--- config.mk ---
export PLATFORM = sky130hd
export DESIGN_NAME = selector_arb_ctrl
export DESIGN_NICKNAME = d
export VERILOG_FILES = /design/src/rtl/selector_ctrl_pkg.sv /design/src/rtl/rr_pick.sv /design/src/rtl/selector_arb_ctrl.sv
export SDC_FILE = /design/constraint.sdc
export NUM_CORES = 1
export LEC_CHECK = 0
export CORE_ASPECT_RATIO = 0.8
export CORE_MARGIN = 8
export CORE_UTILIZATION = 43
export CTS_CLUSTER_SIZE = 25
export DETAILED_ROUTE_END_ITERATION = 8
export GPL_ROUTABILITY_DRIVEN = 0
export GPL_TIMING_DRIVEN = 0
export PLACE_DENSITY_LB_ADDON = 0.2
export SYNTH_ARGS = -nofsm -noshare
export SYNTH_HDL_FRONTEND = slang
export SYNTH_SLANG_ARGS = --single-unit
--- constraint.sdc ---
create_clock -name clk -period 4.1 [get_ports clk]
set_input_delay 1.23 -clock clk [delete_from_list [all_inputs] [get_ports clk]]
set_output_delay 1.23 -clock clk [all_outputs]
set_load 0.1 [all_outputs]
--- src/rtl/selector_ctrl_pkg.sv ---
// Shared types and constants for the selector arbiter/sequencer.
// Used by selector_arb_ctrl and its round-robin picker.
package selector_ctrl_pkg;

  localparam int SEL_ADDR_W = 8;
  localparam int SEL_LINES  = 256;

  typedef enum logic [1:0] {
    IDLE  = 2'd0,
    SETUP = 2'd1,
    HOLD  = 2'd2,
    GAP   = 2'd3
  } state_t;

endpackage

--- src/rtl/rr_pick.sv ---
// Combinational round-robin picker: searches from last+1,
// wrapping modulo N, and reports the first pending request.
module rr_pick #(
  parameter int N  = 4,
  parameter int IW = $clog2(N)
) (
  input  logic [N-1:0]  req,
  input  logic [IW-1:0] last,
  output logic          found,
  output logic [IW-1:0] winner
);

  always_comb begin
    found  = 1'b0;
    winner = '0;
    for (int k = 1; k <= N; k++) begin
      if (!found && req[(int'(last) + k) % N]) begin
        found  = 1'b1;
        winner = IW'((int'(last) + k) % N);
      end
    end
  end

endmodule

--- src/rtl/selector_arb_ctrl.sv ---
// Round-robin arbiter/sequencer in front of the 256-line selector.
// Optional grant locking is enabled by defining SELECTOR_ARB_LOCK_EN.
module selector_arb_ctrl
  import selector_ctrl_pkg::*;
#(
  parameter int NUM_REQ     = 4,
  parameter int HOLD_CYCLES = 2,
  localparam int IW = $clog2(NUM_REQ),
  localparam int CW = (HOLD_CYCLES > 1) ? $clog2(HOLD_CYCLES) : 1
) (
  input  logic                          clk,
  input  logic                          rst,
  input  logic [NUM_REQ-1:0]            req_valid,
  input  logic [SEL_ADDR_W*NUM_REQ-1:0] req_addr,
`ifdef SELECTOR_ARB_LOCK_EN
  input  logic [NUM_REQ-1:0]            req_lock,
`endif
  output logic [NUM_REQ-1:0]            req_ready,
  output logic [SEL_ADDR_W-1:0]         sel_addr,
  output logic                          sel_en,
  output logic [IW-1:0]                 grant_id,
  output logic                          busy
);

  state_t state, state_n;

  logic [SEL_ADDR_W-1:0] sel_addr_n;
  logic [IW-1:0]         grant_n;
  logic [IW-1:0]         last, last_n;
  logic [IW-1:0]         winner;
  logic [CW-1:0]         hold_cnt, hold_cnt_n;
  logic [NUM_REQ-1:0]    ready_n;
  logic                  found;
  logic                  lock_hit;

  function automatic logic [SEL_ADDR_W-1:0] addr_of(
    input logic [IW-1:0] i
  );
    return req_addr[SEL_ADDR_W*int'(i) +: SEL_ADDR_W];
  endfunction

  rr_pick #(
    .N  (NUM_REQ),
    .IW (IW)
  ) u_pick (
    .req    (req_valid),
    .last   (last),
    .found  (found),
    .winner (winner)
  );

`ifdef SELECTOR_ARB_LOCK_EN
  assign lock_hit = req_lock[grant_id] & req_valid[grant_id];
`else
  assign lock_hit = 1'b0;
`endif

  always_comb begin
    state_n    = state;
    sel_addr_n = sel_addr;
    grant_n    = grant_id;
    last_n     = last;
    hold_cnt_n = hold_cnt;
    ready_n    = '0;
    unique case (state)
      IDLE: begin
        if (found) begin
          sel_addr_n = addr_of(winner);
          grant_n    = winner;
          state_n    = SETUP;
        end
      end
      SETUP: begin
        hold_cnt_n = '0;
        state_n    = HOLD;
      end
      HOLD: begin
        if (hold_cnt == CW'(HOLD_CYCLES - 1)) begin
          state_n = GAP;
        end else begin
          hold_cnt_n = hold_cnt + CW'(1);
        end
      end
      GAP: begin
        // A lock chain keeps the pointer so others wait their turn after it
        if (lock_hit) begin
          sel_addr_n = addr_of(grant_id);
          state_n    = SETUP;
        end else begin
          last_n  = grant_id;
          state_n = IDLE;
        end
      end
      default: state_n = IDLE;
    endcase
    if (state_n == GAP) begin
      ready_n[grant_n] = 1'b1;
    end
  end

  // Outputs are registered from the next state so they align with it
  always_ff @(posedge clk) begin
    if (rst) begin
      state     <= IDLE;
      sel_addr  <= '0;
      grant_id  <= '0;
      last      <= IW'(NUM_REQ - 1);
      hold_cnt  <= '0;
      sel_en    <= 1'b0;
      req_ready <= '0;
      busy      <= 1'b0;
    end else begin
      state     <= state_n;
      sel_addr  <= sel_addr_n;
      grant_id  <= grant_n;
      last      <= last_n;
      hold_cnt  <= hold_cnt_n;
      sel_en    <= (state_n == HOLD);
      req_ready <= ready_n;
      busy      <= (state_n != IDLE);
    end
  end

endmodule
==> results of run 1 <==
-- cell usage in the layout, fill, tap and decap left out, types with 3 or more instances in the layout --
cell type and count:
sky130_fd_sc_hd__o221ai_1 4, sky130_fd_sc_hd__nand2_1 13, sky130_fd_sc_hd__o21ai_0 7, sky130_fd_sc_hd__and3_1 5, sky130_fd_sc_hd__inv_1 3, sky130_fd_sc_hd__o211ai_1 5, sky130_fd_sc_hd__nor2_1 8, sky130_fd_sc_hd__dfxtp_1 21
sky130_fd_sc_hd__mux2i_1 14, sky130_fd_sc_hd__a21boi_0 5, sky130_fd_sc_hd__nor2b_1 6, sky130_fd_sc_hd__clkdlybuf4s50_1 52, sky130_fd_sc_hd__clkbuf_4 3, sky130_fd_sc_hd__ha_1 5
-- power by group through the flow --
stage | registers, mW | clock network (mW) | logic, mW
3_5_place_dp | 0.237 | 0 | 0.267
6_report | 0.233 | 0.103 | 0.268
5_1_grt | 0.235 | 0.117 | 0.281
3_3_place_gp | 0.236 | 0 | 0.263
4_1_cts | 0.233 | 0.109 | 0.268
2_1_floorplan | 0.343 | 0 | 0.0766
-- logic make-up (layout without fill, tap and decap cells) --
logic type / after synthesis / count (layout) / synth area share
multiplexers: 14 / 14 / 0.1217
flip-flops: 21 / 21 / 0.3652
AND/OR/NAND/NOR: 43 / 43 / 0.2055
adder cells (fa/ha/maj): 5 / 5 / 0.05435
buffers and inverters: 6 / 62 / 0.04021
AO/OA/AOI/OAI: 33 / 33 / 0.2130
-- worst max-delay path by stage --
stage / from / end / slack (ps)
6_report: grant_id[0] / grant_id[0] / 1040
5_1_grt: grant_id[0] / grant_id[0] / 980
4_1_cts: grant_id[0] / grant_id[0] / 1010
3_5_place_dp: req_valid[3] / sel_addr[6] / 820
3_3_place_gp: req_valid[3] / sel_addr[1] / 860
2_1_floorplan: req_valid[3] / sel_addr[4] / 1660
-- layout make-up --
cell class              count  area [um^2]
well taps                  36        45.04
plain buffers               3        35.03
fillers                   201        755.7
clock inverters             1        7.507
inverters                   3        11.26
multi-input cells          95        684.4
repair buffers             52        520.5
clock buffers               3        22.52
flip-flops and latches     21        420.4
-- metal layers --
metal  vias up  wire length [um]  GRT usage
met2        38              1613     0.2530
met5         -                 0          0
li1        561                 -          -
met4         0                 0    0.01493
met1       547              1542     0.1859
met3         0               267    0.05128
-- per-stage QoR --
stage                     cell area, um^2  instances
after global routing                 1747        214
final                                1747        214
after floorplan                      1151        122
after global placement               1717        210
after CTS                            1747        214
after detailed placement             1717        210
-- flip-flops by register name (all words and copies together), names as in the netlist --
name and cells:
req_ready 4, hold_cnt 1, grant_id 2, sel_addr 8, busy 1, last 2
sel_en 1, state 2
==> report_table.html, run 1 <==
<table>
<tr><th>Metric</th><th>Value</th></tr>
<tr><th colspan="2">Synthesis</th></tr>
<tr><td>Most instantiated library cell after synthesis</td><td>sky130_fd_sc_hd__dfxtp_1</td></tr>
<tr><td>Top cell type's share of synthesized area</td><td>0.3652</td></tr>
<tr><td>Dominant register cell in the synthesized netlist</td><td>sky130_fd_sc_hd__dfxtp_1</td></tr>
<tr><td>Cells after synthesis</td><td>122</td></tr>
<tr><td>Top post-synthesis cells by area</td><td>sky130_fd_sc_hd__dfxtp_1 37%, sky130_fd_sc_hd__mux2i_1 12%, sky130_fd_sc_hd__ha_1 5.4%, sky130_fd_sc_hd__nand2_1 4.2%, sky130_fd_sc_hd__a21boi_0 3.3%</td></tr>
<tr><td>Share of flip-flops with an asynchronous set or reset after synthesis</td><td>0</td></tr>
<tr><td>Part of the Yosys area used for sequential elements</td><td>0.3652</td></tr>
<tr><td>Syn avg cell area</td><td>9.435 um^2</td></tr>
<tr><td>Syn nets</td><td>165</td></tr>
<tr><td>Synth unique cells</td><td>33</td></tr>
<tr><td>Most used standard cells in the synthesized netlist</td><td>21 x sky130_fd_sc_hd__dfxtp_1, 14 x sky130_fd_sc_hd__mux2i_1, 13 x sky130_fd_sc_hd__nand2_1, 8 x sky130_fd_sc_hd__nor2_1, 7 x sky130_fd_sc_hd__o21ai_0</td></tr>
<tr><td>Total of flip-flops plus latches after synthesis</td><td>21</td></tr>
<tr><td>Area leader, netlist</td><td>sky130_fd_sc_hd__dfxtp_1</td></tr>
<tr><td>Mapped cell area</td><td>~1200 um^2</td></tr>
<tr><td>Syn. warnings</td><td>0</td></tr>
<tr><td>Number of enable flip-flop cells after synthesis</td><td>0</td></tr>
<tr><th colspan="2">Layout</th></tr>
<tr><td>Inserted Diodes</td><td>0</td></tr>
<tr><td>Final nets</td><td>about 220</td></tr>
<tr><td>Area delta synth-&gt;final</td><td>51.74%</td></tr>
<tr><td>Util after Layout</td><td>0.6980</td></tr>
<tr><td>Fraction of final layout cells sized beyond drive strength 1</td><td>0.06180</td></tr>
<tr><th colspan="2">Worst setup path</th></tr>
<tr><td>Kind of critical path</td><td>reg -&gt; out</td></tr>
<tr><td>Reg-to-Reg Start</td><td>last[1]</td></tr>
<tr><td>Critical path buffers and inverters</td><td>1</td></tr>
<tr><td>Critical path's largest stage delay</td><td>1150 ps</td></tr>
<tr><td>Endpoint type of the worst setup path</td><td>primary output</td></tr>
<tr><td>Worst EP required</td><td>roughly 2900 ps</td></tr>
<tr><td>R2R setup slack</td><td>between 2000 and 2500 ps</td></tr>
<tr><td>Data arrival time of the critical path</td><td>~1800 ps</td></tr>
<tr><td>Worst-path fanout max</td><td>3</td></tr>
<tr><td>Worst R2R Path Depth</td><td>7</td></tr>
<tr><td>Worst reg2reg path endpoint</td><td>sel_addr[5]</td></tr>
<tr><td>Worst path cell trace</td><td>clkdlybuf4s50_1</td></tr>
<tr><td>Startpoint types</td><td>register</td></tr>
<tr><td>Cell depth of the worst setup path</td><td>1</td></tr>
<tr><td>Cell family with most CP delay</td><td>buffers and inverters</td></tr>
<tr><td>Cell at the slowest stage of the critical path</td><td>sky130_fd_sc_hd__clkdlybuf4s50_1</td></tr>
<tr><th colspan="2">Clock network</th></tr>
<tr><td>Number of H-tree levels</td><td>1</td></tr>
<tr><td>Number of buffers added by the clock tree synthesis step</td><td>3</td></tr>
<tr><td>Post CTS Setup Buffer Count</td><td>0</td></tr>
<tr><td>Post-cts sizing count</td><td>0</td></tr>
<tr><td>Clock Latency Late Sink</td><td>between 300 and 400 ps</td></tr>
<tr><td>Maximum clock path buffer count</td><td>2</td></tr>
<tr><td>Clock slew at reported path FFs</td><td>around 120 ps</td></tr>
<tr><td>Hold bufs inserted after CTS</td><td>0</td></tr>
<tr><td>Cell at the root of the clock tree</td><td>sky130_fd_sc_hd__clkbuf_4</td></tr>
<tr><td>CTS tree</td><td>yes</td></tr>
<tr><td>Clock sink count</td><td>21</td></tr>
<tr><th colspan="2">Floorplanning</th></tr>
<tr><td>Vertical extent of the die</td><td>between 60 and 70 um</td></tr>
<tr><td>Placeable core region</td><td>around 2500 um^2</td></tr>
<tr><td>Width of the die</td><td>about 74 um</td></tr>
<tr><td>Starting density of the core</td><td>0.4600</td></tr>
<tr><td>Total number of placement rows</td><td>16</td></tr>
<tr><td>I/O pin count</td><td>54</td></tr>
<tr><td>Die area</td><td>approximately 4600 um^2</td></tr>
<tr><th colspan="2">Drt</th></tr>
<tr><td>Routed wirelength normalized by instance count</td><td>about 16 um</td></tr>
<tr><td>Total vias in the final route</td><td>roughly 1100</td></tr>
<tr><td>Drt first-iter violations</td><td>between 50 and 60</td></tr>
<tr><td>Post-Route WL</td><td>between 3000 and 4000 um</td></tr>
<tr><td>Initial DRT Pass Iterations</td><td>4</td></tr>
<tr><td>Number of antenna-violating nets in the routed design</td><td>0</td></tr>
<tr><td>Vias per std cell</td><td>about 5.4</td></tr>
<tr><td>DRC violations left</td><td>0</td></tr>
<tr><th colspan="2">Hold path</th></tr>
<tr><td>Type of the worst min-delay path</td><td>reg -&gt; reg</td></tr>
<tr><td>Hold Path Origin</td><td>sel_addr[4]</td></tr>
<tr><td>Worst hold stages</td><td>2</td></tr>
<tr><td>Sink of the worst hold path</td><td>sel_addr[4]</td></tr>
<tr><th colspan="2">GRT</th></tr>
<tr><td>Largest net degree at the start of global routing</td><td>14</td></tr>
<tr><td>Antenna violations before repair</td><td>0</td></tr>
<tr><td>Remaining Overflow, GRT</td><td>0</td></tr>
<tr><td>Wire length of the first global-routing pass</td><td>about 5700 um</td></tr>
<tr><td>Combined global-route utilization of all metal layers</td><td>0.1513</td></tr>
<tr><td>Via count of the first global-routing pass</td><td>1170</td></tr>
<tr><th colspan="2">Place</th></tr>
<tr><td>DP HPWL</td><td>~2800 um</td></tr>
<tr><td>Place WS</td><td>~800 ps</td></tr>
<tr><td>Buffers on Ports</td><td>52</td></tr>
<tr><th colspan="2">STA</th></tr>
<tr><td>Final hold violation count</td><td>0</td></tr>
<tr><td>Final worst-path cycle share</td><td>0.7466</td></tr>
<tr><td>Post-Route Skew</td><td>5.872 ps</td></tr>
<tr><td>Max Clock Freq</td><td>~330 MHz</td></tr>
<tr><td>Tmin final</td><td>a little over 3000 ps</td></tr>
<tr><td>Min setup slack post-route</td><td>1039 ps</td></tr>
<tr><td>Number of pins with negative max-slew slack in the final report</td><td>0</td></tr>
<tr><td>Total negative slack for setup checks</td><td>0 ps</td></tr>
<tr><td>Worst slew pin tran</td><td>around 1000 ps</td></tr>
<tr><td>Setup repair after global routing missed its margin</td><td>no</td></tr>
<tr><td>Worst Hold Slack</td><td>485.6 ps</td></tr>
<tr><td>Total setup violations reported at the end of the flow</td><td>0</td></tr>
<tr><td>Worst slew margin</td><td>0.3283</td></tr>
<tr><th colspan="2">Pwr</th></tr>
<tr><td>Psw</td><td>roughly 250 uW</td></tr>
<tr><td>Cell Int Power</td><td>355.3 uW</td></tr>
<tr><td>Leakage power summed over all cells</td><td>0.6980 nW</td></tr>
<tr><td>Largest voltage drop on the vdd net</td><td>242.4 uV</td></tr>
<tr><td>Pwr Density</td><td>roughly 350 nW/um^2</td></tr>
<tr><td>Sequential cell fraction of total power</td><td>0.386</td></tr>
<tr><td>Relative contribution of the clock network to total power</td><td>0.171</td></tr>
<tr><td>Relative contribution of combinational cells to total power</td><td>0.444</td></tr>
<tr><td>Share of total power consumed by net switching</td><td>0.4108</td></tr>
<tr><td>Total design power</td><td>around 600 uW</td></tr>
<tr><th colspan="2">Run status</th></tr>
<tr><td>Status</td><td>completed</td></tr>
<tr><th colspan="2">Job</th></tr>
<tr><td>Max-cap violations</td><td>0</td></tr>
</table>
Note: power is estimated with default switching activity, not from simulation.
==> inputs of run 2 (changes only) <==
--- a/config.mk
+++ b/config.mk
@@ -7,7 +7,7 @@
 export LEC_CHECK = 0
 export CORE_ASPECT_RATIO = 0.8
 export CORE_MARGIN = 8
-export CORE_UTILIZATION = 43
+export CORE_UTILIZATION = 36
 export CTS_CLUSTER_SIZE = 25
 export DETAILED_ROUTE_END_ITERATION = 8
 export GPL_ROUTABILITY_DRIVEN = 0
==> constraint.sdc (replaced) <==
create_clock -name clk -period 2.7 [get_ports clk]
set_input_delay 0.81 -clock clk [delete_from_list [all_inputs] [get_ports clk]]
set_output_delay 0.81 -clock clk [all_outputs]
set_load 0.1 [all_outputs]
==> run 2 against run 1 <==
Critical endpoint unchanged; die area up 15%; largest cell class unchanged; setup slack worse by 930 ps; hold slack worse by 14 ps.
==> report_table.html, run 2 (synthesized netlist as in run 1, its figures left out) <==
<table>
<tr><th>Metric</th><th>Value</th></tr>
<tr><th colspan="2">Worst setup path</th></tr>
<tr><td>Worst EP required</td><td>between 1500 and 2000 ps</td></tr>
<tr><td>Startpoint types</td><td>register</td></tr>
<tr><td>Cell at the slowest stage of the critical path</td><td>sky130_fd_sc_hd__clkdlybuf4s50_1</td></tr>
<tr><td>Kind of critical path</td><td>reg -&gt; out</td></tr>
<tr><td>Data arrival time of the critical path</td><td>roughly 1800 ps</td></tr>
<tr><td>Endpoint type of the worst setup path</td><td>primary output</td></tr>
<tr><td>Critical path buffers and inverters</td><td>1</td></tr>
<tr><td>Worst path cell trace</td><td>clkdlybuf4s50_1</td></tr>
<tr><td>Worst-path fanout max</td><td>3</td></tr>
<tr><td>Cell family with most CP delay</td><td>buffers and inverters</td></tr>
<tr><td>Critical path's largest stage delay</td><td>1160 ps</td></tr>
<tr><th colspan="2">Floorplanning</th></tr>
<tr><td>Width of the die</td><td>a little under 80 um</td></tr>
<tr><td>Die area</td><td>5274 um^2</td></tr>
<tr><td>Starting density of the core</td><td>0.3758</td></tr>
<tr><td>I/O pin count</td><td>54</td></tr>
<tr><td>Placeable core region</td><td>around 3000 um^2</td></tr>
<tr><td>Vertical extent of the die</td><td>about 67 um</td></tr>
<tr><td>Total number of placement rows</td><td>18</td></tr>
<tr><th colspan="2">STA</th></tr>
<tr><td>Post-Route Skew</td><td>2.282 ps</td></tr>
<tr><td>Worst Hold Slack</td><td>about 470 ps</td></tr>
<tr><td>Final hold violation count</td><td>0</td></tr>
<tr><td>Final worst-path cycle share</td><td>0.9604</td></tr>
<tr><td>Total setup violations reported at the end of the flow</td><td>0</td></tr>
<tr><td>Worst slew margin</td><td>0.3330</td></tr>
<tr><td>Min setup slack post-route</td><td>106.9 ps</td></tr>
<tr><td>Max Clock Freq</td><td>approximately 390 MHz</td></tr>
<tr><td>Number of pins with negative max-slew slack in the final report</td><td>0</td></tr>
<tr><td>Tmin final</td><td>about 2600 ps</td></tr>
<tr><td>Worst slew pin tran</td><td>~1000 ps</td></tr>
<tr><td>Setup repair after global routing missed its margin</td><td>yes</td></tr>
<tr><th colspan="2">Place</th></tr>
<tr><td>Buffers on Ports</td><td>52</td></tr>
<tr><td>Place WS</td><td>-161.7 ps</td></tr>
<tr><td>DP HPWL</td><td>between 2000 and 3000 um</td></tr>
<tr><td>Cell Count Post-Placement</td><td>about 210</td></tr>
<tr><th colspan="2">Pwr</th></tr>
<tr><td>Largest voltage drop on the vdd net</td><td>393.3 uV</td></tr>
<tr><td>Pwr Density</td><td>roughly 540 nW/um^2</td></tr>
<tr><td>Leakage power summed over all cells</td><td>slightly above 0.7 nW</td></tr>
<tr><th colspan="2">Layout</th></tr>
<tr><td>Number of flip-flops in the largest register</td><td>8</td></tr>
<tr><td>Inserted Diodes</td><td>0</td></tr>
<tr><td>Top reg by flops</td><td>sel_addr</td></tr>
<tr><td>Area delta synth-&gt;final</td><td>55.00%</td></tr>
<tr><td>Most used cells in the layout excluding fill and tap cells</td><td>52 x sky130_fd_sc_hd__clkdlybuf4s50_1, 21 x sky130_fd_sc_hd__dfxtp_1, 14 x sky130_fd_sc_hd__mux2i_1, 13 x sky130_fd_sc_hd__nand2_1, 8 x sky130_fd_sc_hd__nor2_1</td></tr>
<tr><td>Largest registers</td><td>sel_addr: 8 flops, req_ready: 4 flops</td></tr>
<tr><td>Final std cells w/o fill</td><td>between 200 and 250</td></tr>
<tr><td>Final nets</td><td>~220</td></tr>
<tr><td>Fraction of final layout cells sized beyond drive strength 1</td><td>0.06742</td></tr>
<tr><td>Commonest non-fill, non-tap cell in the layout</td><td>sky130_fd_sc_hd__clkdlybuf4s50_1</td></tr>
<tr><th colspan="2">GRT</th></tr>
<tr><td>Antenna violations before repair</td><td>0</td></tr>
<tr><td>Combined global-route utilization of all metal layers</td><td>0.1266</td></tr>
<tr><td>Remaining Overflow, GRT</td><td>0</td></tr>
<tr><td>Wire length of the first global-routing pass</td><td>5333 um</td></tr>
<tr><td>Largest net degree at the start of global routing</td><td>14</td></tr>
<tr><td>Via count of the first global-routing pass</td><td>approximately 1100</td></tr>
<tr><th colspan="2">Drt</th></tr>
<tr><td>Number of antenna-violating nets in the routed design</td><td>0</td></tr>
<tr><td>Drt first-iter violations</td><td>33</td></tr>
<tr><td>Routed wirelength normalized by instance count</td><td>~15 um</td></tr>
<tr><td>DRC violations left</td><td>0</td></tr>
<tr><td>Post-Route WL</td><td>between 3000 and 4000 um</td></tr>
<tr><td>Vias per std cell</td><td>5.138</td></tr>
<tr><td>Total vias in the final route</td><td>1120</td></tr>
<tr><td>Initial DRT Pass Iterations</td><td>4</td></tr>
<tr><th colspan="2">Clock network</th></tr>
<tr><td>Post-cts sizing count</td><td>0</td></tr>
<tr><td>Number of buffers added by the clock tree synthesis step</td><td>3</td></tr>
<tr><td>CTS tree</td><td>yes</td></tr>
<tr><td>Clock sink count</td><td>21</td></tr>
<tr><td>Maximum clock path buffer count</td><td>2</td></tr>
<tr><td>Cell at the root of the clock tree</td><td>sky130_fd_sc_hd__clkbuf_8</td></tr>
<tr><td>Clock slew at reported path FFs</td><td>roughly 80 ps</td></tr>
<tr><td>Post CTS Setup Buffer Count</td><td>0</td></tr>
<tr><td>Clock Latency Late Sink</td><td>~260 ps</td></tr>
<tr><td>Hold bufs inserted after CTS</td><td>0</td></tr>
<tr><td>Number of H-tree levels</td><td>1</td></tr>
<tr><th colspan="2">Hold path</th></tr>
<tr><td>Type of the worst min-delay path</td><td>reg -&gt; reg</td></tr>
<tr><th colspan="2">Run status</th></tr>
<tr><td>Status</td><td>completed</td></tr>
<tr><th colspan="2">Job</th></tr>
<tr><td>Max-cap violations</td><td>0</td></tr>
</table>
## run 2: cell counts in the layout (fill, tap and decap cells not counted)
No cell type changed its count.
## run 2: report_power, final
group          switching [mW]  internal, mW
combinational           0.259         0.148
sequential             0.0165         0.336
clock                   0.103         0.104
## run 2: path summary, 6_finish.rpt
check	startpoint	end	slack, ps	cells after the start
worst max-delay path	grant_id[0]	grant_id[0]	110	1
worst min-delay path	sel_addr[5]	sel_addr[5]	470	2
worst max register to register	last[1]	sel_addr[7]	710	7
worst min register to register	sel_addr[5]	sel_addr[5]	470	2
## run 2: layer usage
metal  vias to the layer above  global-route usage  share of wire
met4                         0             0.03456          0.013
li1                        559                   -              -
met2                        29              0.2231           0.49
met5                         -                   0              0
met1                       528              0.1370           0.42
met3                         4             0.05242          0.071
## run 2: area by class of cell
| type | count | area [um^2] |
|---|---|---|
| repair buffers | 52 | 520.5 |
| clock inverters | 1 | 7.507 |
| clock buffers | 3 | 41.29 |
| multi-input cells | 95 | 698.2 |
| well taps | 40 | 50.05 |
| fillers | 282 | 1279 |
| inverters | 3 | 11.26 |
| flip-flops and latches | 21 | 420.4 |
| plain buffers | 3 | 35.03 |
## run 2: worst min-delay path, cell delays in order (launching register included)
cell,delay (ps)
sky130_fd_sc_hd__dfxtp_1,330
sky130_fd_sc_hd__nand2_1,50
sky130_fd_sc_hd__o221ai_1,60
## run 2: through the flow
step / TNS [ps] / area (um^2) / power [mW] / utilization
floorplan: 0 / 1151 / 0.6379 / -
global placement: -510.2 / 1722 / 0.7588 / 0.5621
detailed placement: -1041 / 1722 / 0.7669 / 0.5621
CTS: 0 / 1770 / 0.9744 / 0.5780
global route: -5.324 / 1784 / 1.016 / 0.5825
finish: 0 / 1784 / 0.9666 / 0.5825
==> inputs of run 3 (changes only) <==
--- a/config.mk
+++ b/config.mk
@@ -7,12 +7,12 @@
 export LEC_CHECK = 0
 export CORE_ASPECT_RATIO = 0.8
 export CORE_MARGIN = 8
-export CORE_UTILIZATION = 36
+export CORE_UTILIZATION = 35
 export CTS_CLUSTER_SIZE = 25
 export DETAILED_ROUTE_END_ITERATION = 8
 export GPL_ROUTABILITY_DRIVEN = 0
-export GPL_TIMING_DRIVEN = 0
 export PLACE_DENSITY_LB_ADDON = 0.2
 export SYNTH_ARGS = -nofsm -noshare
 export SYNTH_HDL_FRONTEND = slang
+export SYNTH_HIERARCHICAL = 1
 export SYNTH_SLANG_ARGS = --single-unit
==> run 3 against run 2 <==
Clock power about the same; sequential cell count stayed put; routed wire length shrank 18%; clock-buffer cell count unchanged; die area down 3.4%; area after synthesis is 7.0% lower; power rose by 80%; synthesized cell count down 15%; critical path depth increased by 7; core utilization is 2.3 points lower; non-clock buffer count rose by 2; critical path type is now in -> reg; highest routed layer unchanged.
==> report_table.html, run 3 <==
<table>
<tr><th>Metric</th><th>Value</th></tr>
<tr><th colspan="2">Worst setup path</th></tr>
<tr><td>Startpoint types</td><td>primary input</td></tr>
<tr><td>Worst EP required</td><td>roughly 2900 ps</td></tr>
<tr><td>Worst-path fanout max</td><td>10</td></tr>
<tr><td>Launch point of the worst path</td><td>req_valid[3]</td></tr>
<tr><td>Reg-to-Reg Start</td><td>last[1]</td></tr>
<tr><td>Kind of critical path</td><td>in -&gt; reg</td></tr>
<tr><td>Endpoint type of the worst setup path</td><td>register</td></tr>
<tr><td>Data arrival time of the critical path</td><td>approximately 2600 ps</td></tr>
<tr><th colspan="2">Layout</th></tr>
<tr><td>Fraction of final layout cells sized beyond drive strength 1</td><td>0.2547</td></tr>
<tr><td>Final nets</td><td>approximately 200</td></tr>
<tr><td>Util after Layout</td><td>0.5597</td></tr>
<tr><td>Most used cells in the layout excluding fill and tap cells</td><td>37 x sky130_fd_sc_hd__clkdlybuf4s50_1, 21 x sky130_fd_sc_hd__dfxtp_1, 19 x sky130_fd_sc_hd__buf_4, 18 x sky130_fd_sc_hd__nand2_1, 10 x sky130_fd_sc_hd__a21oi_1</td></tr>
<tr><td>Largest registers</td><td>sel_addr: 8 flops, req_ready: 4 flops</td></tr>
<tr><td>Design Area, Final</td><td>1677 um^2</td></tr>
<tr><td>Commonest non-fill, non-tap cell in the layout</td><td>sky130_fd_sc_hd__clkdlybuf4s50_1</td></tr>
<tr><td>Number of flip-flops in the largest register</td><td>8</td></tr>
<tr><td>Top reg by flops</td><td>sel_addr</td></tr>
<tr><td>Area delta synth-&gt;final</td><td>56.54%</td></tr>
<tr><td>Inserted Diodes</td><td>0</td></tr>
<tr><th colspan="2">Drt</th></tr>
<tr><td>Total vias in the final route</td><td>about 990</td></tr>
<tr><td>Routed wirelength normalized by instance count</td><td>13.67 um</td></tr>
<tr><td>DRC violations left</td><td>0</td></tr>
<tr><td>Number of antenna-violating nets in the routed design</td><td>0</td></tr>
<tr><td>Post-Route WL</td><td>between 2000 and 3000 um</td></tr>
<tr><td>Vias per std cell</td><td>4.900</td></tr>
<tr><td>Initial DRT Pass Iterations</td><td>4</td></tr>
<tr><td>Drt first-iter violations</td><td>about 70</td></tr>
<tr><th colspan="2">Clock network</th></tr>
<tr><td>Clock sink count</td><td>21</td></tr>
<tr><td>Cell at the root of the clock tree</td><td>sky130_fd_sc_hd__clkbuf_8</td></tr>
<tr><td>Number of buffers added by the clock tree synthesis step</td><td>3</td></tr>
<tr><td>CTS tree</td><td>yes</td></tr>
<tr><td>Hold bufs inserted after CTS</td><td>0</td></tr>
<tr><td>Clock Latency Late Sink</td><td>about 260 ps</td></tr>
<tr><td>Maximum clock path buffer count</td><td>2</td></tr>
<tr><td>Post-cts sizing count</td><td>0</td></tr>
<tr><td>Clock slew at reported path FFs</td><td>approximately 70 ps</td></tr>
<tr><td>Post CTS Setup Buffer Count</td><td>0</td></tr>
<tr><td>Number of H-tree levels</td><td>1</td></tr>
<tr><th colspan="2">STA</th></tr>
<tr><td>Worst slew pin tran</td><td>around 260 ps</td></tr>
<tr><td>Tmin final</td><td>around 2400 ps</td></tr>
<tr><td>Max Clock Freq</td><td>a little over 400 MHz</td></tr>
<tr><td>Number of pins with negative max-slew slack in the final report</td><td>0</td></tr>
<tr><td>Worst slew margin</td><td>0.8210</td></tr>
<tr><td>Total negative slack for setup checks</td><td>0 ps</td></tr>
<tr><td>Final hold violation count</td><td>0</td></tr>
<tr><td>Final worst-path cycle share</td><td>0.8947</td></tr>
<tr><td>Setup repair after global routing missed its margin</td><td>no</td></tr>
<tr><td>Post-Route Skew</td><td>~1.3 ps</td></tr>
<tr><td>Min setup slack post-route</td><td>284.2 ps</td></tr>
<tr><td>Total setup violations reported at the end of the flow</td><td>0</td></tr>
<tr><th colspan="2">Pwr</th></tr>
<tr><td>Total design power</td><td>between 1.5 and 2 mW</td></tr>
<tr><td>Largest voltage drop on the vdd net</td><td>around 330 uV</td></tr>
<tr><td>Leakage power summed over all cells</td><td>0.6952 nW</td></tr>
<tr><td>Pwr Density</td><td>approximately 1000 nW/um^2</td></tr>
<tr><th colspan="2">Synthesis</th></tr>
<tr><td>Top cell type's share of synthesized area</td><td>0.3925</td></tr>
<tr><td>Syn nets</td><td>146</td></tr>
<tr><td>Syn. warnings</td><td>6</td></tr>
<tr><td>Syn avg cell area</td><td>10.30 um^2</td></tr>
<tr><td>Area leader, netlist</td><td>sky130_fd_sc_hd__dfxtp_1</td></tr>
<tr><td>Cells after synthesis</td><td>104</td></tr>
<tr><td>Synth unique cells</td><td>26</td></tr>
<tr><td>Mapped cell area</td><td>between 1000 and 1500 um^2</td></tr>
<tr><td>Top post-synthesis cells by area</td><td>sky130_fd_sc_hd__dfxtp_1 39%, sky130_fd_sc_hd__mux4_2 17%, sky130_fd_sc_hd__nand2_1 6.3%, sky130_fd_sc_hd__a21oi_1 4.7%, sky130_fd_sc_hd__ha_1 4.7%</td></tr>
<tr><td>Number of enable flip-flop cells after synthesis</td><td>0</td></tr>
<tr><td>Most instantiated library cell after synthesis</td><td>sky130_fd_sc_hd__dfxtp_1</td></tr>
<tr><td>Total of flip-flops plus latches after synthesis</td><td>21</td></tr>
<tr><td>Dominant register cell in the synthesized netlist</td><td>sky130_fd_sc_hd__dfxtp_1</td></tr>
<tr><td>Part of the Yosys area used for sequential elements</td><td>0.3925</td></tr>
<tr><td>Most used standard cells in the synthesized netlist</td><td>21 x sky130_fd_sc_hd__dfxtp_1, 18 x sky130_fd_sc_hd__nand2_1, 10 x sky130_fd_sc_hd__a21oi_1, 8 x sky130_fd_sc_hd__mux4_2, 6 x sky130_fd_sc_hd__nor2_1</td></tr>
<tr><td>Share of flip-flops with an asynchronous set or reset after synthesis</td><td>0</td></tr>
<tr><th colspan="2">Hold path</th></tr>
<tr><td>Type of the worst min-delay path</td><td>reg -&gt; reg</td></tr>
<tr><td>Hold Path Origin</td><td>sel_addr[1]</td></tr>
<tr><th colspan="2">Run status</th></tr>
<tr><td>Status</td><td>completed</td></tr>
<tr><th colspan="2">Job</th></tr>
<tr><td>Max-cap violations</td><td>0</td></tr>
<tr><th colspan="2">Place</th></tr>
<tr><td>Place WS</td><td>-3.733 ps</td></tr>
<tr><td>DP HPWL</td><td>between 2000 and 2500 um</td></tr>
<tr><td>Buffers on Ports</td><td>between 50 and 60</td></tr>
<tr><td>Total cell area at the placement stage</td><td>1630 um^2</td></tr>
<tr><th colspan="2">Floorplanning</th></tr>
<tr><td>I/O pin count</td><td>54</td></tr>
<tr><td>Width of the die</td><td>77.85 um</td></tr>
<tr><td>Placeable core region</td><td>approximately 3000 um^2</td></tr>
<tr><td>Vertical extent of the die</td><td>approximately 65 um</td></tr>
<tr><td>Die area</td><td>about 5100 um^2</td></tr>
<tr><td>Total number of placement rows</td><td>18</td></tr>
<tr><td>Starting density of the core</td><td>0.3576</td></tr>
<tr><th colspan="2">GRT</th></tr>
<tr><td>Wire length of the first global-routing pass</td><td>4360 um</td></tr>
<tr><td>Antenna violations before repair</td><td>0</td></tr>
<tr><td>Combined global-route utilization of all metal layers</td><td>0.1054</td></tr>
<tr><td>Via count of the first global-routing pass</td><td>984</td></tr>
<tr><td>Largest net degree at the start of global routing</td><td>16</td></tr>
<tr><td>Remaining Overflow, GRT</td><td>0</td></tr>
</table>
## run 3: changes by cell type in the layout (fill, tap and decap cells not counted), sizes merged, moves of 7 or more
cell / before / now
a21oi: 2 / 11
buf: 2 / 20
clkdlybuf4s50: 52 / 37
mux2i: 14 / 4
mux4: 0 / 8
o21ai: 8 / 1
## run 3: cell families (layout without fill, tap and decap cells)
logic type,after synthesis,count (layout),synth area share
simple gates,38,38,0.1706
flops,21,21,0.3925
compound gates,18,18,0.1168
mux,15,15,0.2371
buf+inv,8,65,0.03620
fa+ha+maj,4,4,0.04673
## run 3: final cells by class
class	instances	area (um^2)
clock inverters	1	5.005
inverters	4	15.01
repair buffers	57	533.0
flip-flops and latches	21	420.4
multi-input cells	75	611.8
clock buffers	3	41.29
well taps	40	50.05
fillers	271	1319
## run 3: critical path, cell delays in order
cell and delay [ps]:
sky130_fd_sc_hd__clkdlybuf4s50_1 510, sky130_fd_sc_hd__and2b_1 180, sky130_fd_sc_hd__a21oi_2 40, sky130_fd_sc_hd__o221ai_2 210
sky130_fd_sc_hd__buf_12 180, sky130_fd_sc_hd__mux4_2 500, sky130_fd_sc_hd__nand2_1 80, sky130_fd_sc_hd__a21oi_1 50
## run 3: worst paths after layout
path                                     to  slack [ps]  cells after the start
worst max register to register  sel_addr[0]         900                      7
worst min register to register  sel_addr[1]         460                      2
worst min-delay path            sel_addr[1]         460                      2
worst max-delay path            sel_addr[0]         280                      8
## run 3: metrics by stage
| stage | hold WS, ps | cells |
|---|---|---|
| finish | 456.1 | 201 |
| global route | 488.5 | 201 |
| CTS | 459.0 | 201 |
| detailed placement | 448.4 | 197 |
| global placement | 442.8 | 197 |
| floorplan | 456.1 | 104 |
## run 3: metal layers
metal / GRT usage / vias up / wire length (um)
met5: 0 / - / 0
met4: 0.05634 / 0 / 32
met3: 0.02725 / 3 / 155
met2: 0.1738 / 27 / 1416
met1: 0.1241 / 466 / 1142
li1: - / 489 / -
## run 3: where the power goes
part           internal (mW)  switching [mW]
clock                  0.103           0.101
sequential             0.397          0.0532
combinational          0.339           0.749
total                  0.838           0.903
